## src/rtl/rx_sampler.sv

```systemverilog
// Oversampling UART receive front end: synchronizes rx, finds bit centres and
// hands each data bit to a downstream SIPO via a one-clock shift strobe.
module rx_sampler #(
    parameter int WIDTH = 8,
    parameter int OVS   = 16
) (
    input  logic clk,
    input  logic rst,
    input  logic baud_tick,
    input  logic rx,
    input  logic en,
    output logic sh_bit,
    output logic sh_en,
    output logic rx_done,
    output logic frame_err,
    output logic busy
);

    localparam int TW = $clog2(OVS);
    localparam int BW = $clog2(WIDTH + 1);

    localparam logic [TW-1:0] TICK_HALF = TW'(OVS / 2 - 1);
    localparam logic [TW-1:0] TICK_LAST = TW'(OVS - 1);
    localparam logic [BW-1:0] BIT_LAST  = BW'(WIDTH - 1);

    typedef enum logic [2:0] {
        IDLE,
        START,
        DATA,
        STOP,
        BREAK
    } state_t;

    state_t          state_reg, state_next;
    logic [TW-1:0]   tick_cnt_reg, tick_cnt_next;
    logic [BW-1:0]   bit_cnt_reg, bit_cnt_next;
    logic            sh_bit_reg, sh_bit_next;
    logic            sh_en_reg, sh_en_next;
    logic            rx_done_reg, rx_done_next;
    logic            frame_err_reg, frame_err_next;
    logic            rx_meta_reg, rxs_reg;

    // Both stages reset to the idle line level so reset never fakes a start bit.
    always_ff @(posedge clk) begin
        if (rst) begin
            rx_meta_reg <= 1'b1;
            rxs_reg     <= 1'b1;
        end else begin
            rx_meta_reg <= rx;
            rxs_reg     <= rx_meta_reg;
        end
    end

    always_ff @(posedge clk) begin
        if (rst) begin
            state_reg     <= IDLE;
            tick_cnt_reg  <= '0;
            bit_cnt_reg   <= '0;
            sh_bit_reg    <= 1'b0;
            sh_en_reg     <= 1'b0;
            rx_done_reg   <= 1'b0;
            frame_err_reg <= 1'b0;
        end else begin
            state_reg     <= state_next;
            tick_cnt_reg  <= tick_cnt_next;
            bit_cnt_reg   <= bit_cnt_next;
            sh_bit_reg    <= sh_bit_next;
            sh_en_reg     <= sh_en_next;
            rx_done_reg   <= rx_done_next;
            frame_err_reg <= frame_err_next;
        end
    end

    always_comb begin
        state_next     = state_reg;
        tick_cnt_next  = tick_cnt_reg;
        bit_cnt_next   = bit_cnt_reg;
        sh_bit_next    = sh_bit_reg;
        sh_en_next     = 1'b0;
        rx_done_next   = 1'b0;
        frame_err_next = 1'b0;

        if (!en) begin
            state_next    = IDLE;
            tick_cnt_next = '0;
            bit_cnt_next  = '0;
        end else if (baud_tick) begin
            tick_cnt_next = (tick_cnt_reg == TICK_LAST) ? '0 : tick_cnt_reg + 1'b1;
            case (state_reg)
                IDLE: begin
                    bit_cnt_next = '0;
                    if (!rxs_reg) begin
                        state_next = START;
                    end
                end
                START: begin
                    if (tick_cnt_reg == TICK_HALF) begin
                        state_next = rxs_reg ? IDLE : DATA;
                    end
                end
                DATA: begin
                    if (tick_cnt_reg == TICK_LAST) begin
                        sh_bit_next  = rxs_reg;
                        sh_en_next   = 1'b1;
                        bit_cnt_next = bit_cnt_reg + 1'b1;
                        if (bit_cnt_reg == BIT_LAST) begin
                            state_next = STOP;
                        end
                    end
                end
                STOP: begin
                    if (tick_cnt_reg == TICK_LAST) begin
                        if (rxs_reg) begin
                            rx_done_next = 1'b1;
                            state_next   = IDLE;
                        end else begin
                            frame_err_next = 1'b1;
                            state_next     = BREAK;
                        end
                    end
                end
                BREAK: begin
                    if (rxs_reg) begin
                        state_next = IDLE;
                    end
                end
                default: begin
                    state_next = IDLE;
                end
            endcase
            // Each state measures its own time from zero.
            if (state_next != state_reg) begin
                tick_cnt_next = '0;
            end
        end
    end

    assign sh_bit    = sh_bit_reg;
    assign sh_en     = sh_en_reg;
    assign rx_done   = rx_done_reg;
    assign frame_err = frame_err_reg;
    assign busy      = (state_reg != IDLE);

endmodule

```

## config.mk

```make
export PLATFORM = sky130hd
export DESIGN_NAME = rx_sampler
export DESIGN_NICKNAME = d
export VERILOG_FILES = /design/src/rtl/rx_sampler.sv
export SDC_FILE = /design/constraint.sdc
export NUM_CORES = 1
export LEC_CHECK = 0
export CAP_MARGIN = 25
export CORE_ASPECT_RATIO = 0.9
export CORE_MARGIN = 4
export CORE_UTILIZATION = 42
export CTS_CLUSTER_DIAMETER = 40
export DETAILED_ROUTE_END_ITERATION = 10
export GPL_ROUTABILITY_DRIVEN = 1
export GPL_TIMING_DRIVEN = 0
export PLACE_DENSITY = 0.64
export SKIP_CTS_REPAIR_TIMING = 1
export SYNTH_ARGS = -nofsm -noshare
export SYNTH_HDL_FRONTEND = slang
export SYNTH_SLANG_ARGS = --single-unit
```

## constraint.sdc

```tcl
create_clock -name clk -period 2.2 [get_ports clk]
set_input_delay 0.44 -clock clk [delete_from_list [all_inputs] [get_ports clk]]
set_output_delay 0.44 -clock clk [all_outputs]
set_load 0.02 [all_outputs]
```

==> key figures <==
Pwr
  – Pleak: 0.409 nW
  – Combinational share of power: 9.1%
  – VDD IR max: 0.435 mV
  – Psw: 0.122 mW
  – Sw Share: 23.3%
  – Pwr Total: 0.524 mW
  – Sequential Power Share: 59.7%
  – P_int: 0.402 mW
  – Clock power share: 31.2%
  – Power density cells: 504 mW/mm^2

Worst hold path
  – Worst min path class: flip-flop to flip-flop

Clocking
  – Max Buffers Root-to-Sink: 2
  – CTS root buf: clkbuf_4
  – Cts bufs inserted: 3
  – TritonCTS clock tree: built
  – Worst-path clk slew: 100 ps
  – H-tree depth: 1
  – Clk Latency, worst-skew pair: 290 ps
  – CTS Sinks: 17

Timing
  – Unrepaired setup endpoints after global routing: no
  – Final worst slack: 128 ps
  – Final period utilization: 94.2%
  – Clock Skew: 5.95 ps
  – Final Critical Period: 2070 ps
  – Setup TNS: 0 ps
  – Max transition margin: 70.0%
  – Peak Freq: 483 MHz
  – Endpoints failing setup: 0
  – Max-slew violation count: 0
  – Worst-margin pin slew: 450 ps
  – Final hold vios: 0

Yosys
  – Synth Flop Type: dfxtp_1
  – Count leader, synth: dfxtp_1
  – Yosys top cell area share: 38.4%
  – Post-synth cell types: 35
  – Register bit total from synthesis: 17
  – Syn nets: 117
  – Cells after Synth: 110
  – Syn_area_per_cell: 8.05 sq um
  – Top cells by area, synth: dfxtp_1 38%, nor2_1 5.9%, a21oi_1 5.1%, nand3_1 4.5%, o21ai_0 4.0%
  – Most frequent cells after synthesis: 17 x dfxtp_1, 14 x nor2_1, 9 x a21oi_1, 9 x nand2_1, 8 x nand3_1
  – EDFF count, synth: 0
  – Post-synthesis cell area: 886 sq um
  – Syn. warnings: 0
  – Seq/Total Area, Yosys: 38.4%
  – Yosys top cell by area: dfxtp_1
  – FFs w/ async S/R, synth: 0%

Worst setup path
  – Worst EP required: 1760 ps
  – CP max stage delay: 550 ps
  – CP max-delay cell: clkdlybuf4s50_1
  – Worst Setup Start Kind: flip-flop
  – Worst setup EP type: primary output
  – CP cell instances: buf_2 -> nor3_2 -> inv_1 -> clkdlybuf4s50_1
  – Crit path max fanout: 10
  – CP Class: flip-flop to primary output
  – WP data arrival: 1630 ps

Outcome
  – Status: completed

GRT
  – Total Routing Usage GR: 14.7%
  – Vias in the first global route: 706
  – Global-route wire length before repair: 3.24 mm
  – Initial antenna violation count: 0
  – Gr ovfl total: 0
  – Largest net degree at the start of global routing: 11

Floorplan
  – Die Footprint: 0.00291 sq mm
  – Starting Density: 45.4%
  – Die Width: 56.4 um
  – I/O pin cnt: 10
  – Die Height: 51.6 um
  – Rows: 15
  – Core area: 0.00195 sq mm

Placed design
  – Port buffer count: 9
  – GP Congestion: 0.838
  – Dpl hpwl: 1.34 mm
  – Dpl ws: 296 ps
  – Placed cell area: 0.00101 sq mm

Detailed routing
  – WL per Instance: 12.7 um
  – First-pass DRT Iterations: 4
  – DRC Markers: 0
  – 1st-iter DRT viols: 17
  – Vias post-DR: 820
  – Vias/cell: 5.54
  – Total Routed Length: 1.88 mm
  – Post-route ant nets: 0

Run
  – Max-Cap Viols: 0

Finish
  – Share of post-route cells with drive strength above 1: 13.8%
  – Post-layout util: 53.2%
  – N_diodes: 0
  – Syn-to-layout area delta: 17.2%
  – Final layout net count: 131
  – Design area: 0.00104 sq mm
-- routing by layer --
| metal | GRT usage (%) | vias to the layer above | routed length (um) |
|---|---|---|---|
| met5 | 0 | - | 0 |
| met4 | 7.11 | 0 | 29 |
| met1 | 19.3 | 384 | 917 |
| li1 | - | 419 | - |
| met2 | 23.2 | 13 | 890 |
| met3 | 2.98 | 4 | 46 |
-- cell usage in the layout (no fill, tap or decap), drive strengths merged, types with 2 or more instances in the layout --
master          n
dfxtp          17
nor2           14
nand2           9
a21oi           9
clkdlybuf4s50   9
nand3           8
o21ai           8
buf             7
clkbuf          5
inv             4
nor3            4
nor2b           3
nand2b          2
nor4            2
a32oi           2
or2             2
ha              2
and3            2
-- power by group through the flow --
stage,Clock (mW),Sequential (mW),Combinational [mW]
6_report,0.163,0.313,0.0476
5_1_grt,0.192,0.314,0.0530
4_1_cts,0.172,0.313,0.0475
3_5_place_dp,0,0.320,0.0472
3_3_place_gp,0,0.320,0.0463
2_1_floorplan,0,0.320,0.0288
-- cell families (layout without fill, tap and decap cells) --
logic type      after synthesis  after routing  synth area share [%]
simple gates                 51             51                  29.0
mux                           1              1                  1.13
compound gates               26             26                  19.2
flops                        17             17                  38.4
buf+inv                      12             25                  8.47
fa+ha+maj                     2              2                  2.82
xor+xnor                      1              1                 0.989
-- worst paths after layout --
check                                      from              end  slack, ps  depth (start not counted)
worst max-delay path               state_reg[0]             busy        130                          4
worst min-delay path                rx_meta_reg          rxs_reg        420                          1
worst max register to register  tick_cnt_reg[0]  tick_cnt_reg[0]        300                          6
worst min register to register      rx_meta_reg          rxs_reg        420                          1
-- cell type report --
cell class	count	area [sq um]
Inverter	4	15.0
Multi-Input combinational cell	81	475
Timing Repair Buffer	9	90.1
Fill cell	198	913
Tap cell	25	31.3
Sequential cell	17	340
Clock buffer	4	26.3
Buffer	8	60.1
-- worst max-delay path, delay by kind of cell, from the launching register on --
family        cells  cell delay [ps]
flops             1              300
simple gates      1              220
buf+inv           3              820
-- through the flow --
| stage | hold slack, ps | instances |
|---|---|---|
| global route | 450 | 148 |
| floorplan | 389 | 110 |
| global placement | 394 | 144 |
| detailed placement | 402 | 144 |
| CTS | 426 | 148 |
| finish | 422 | 148 |
(Power assumes the default switching activity.)
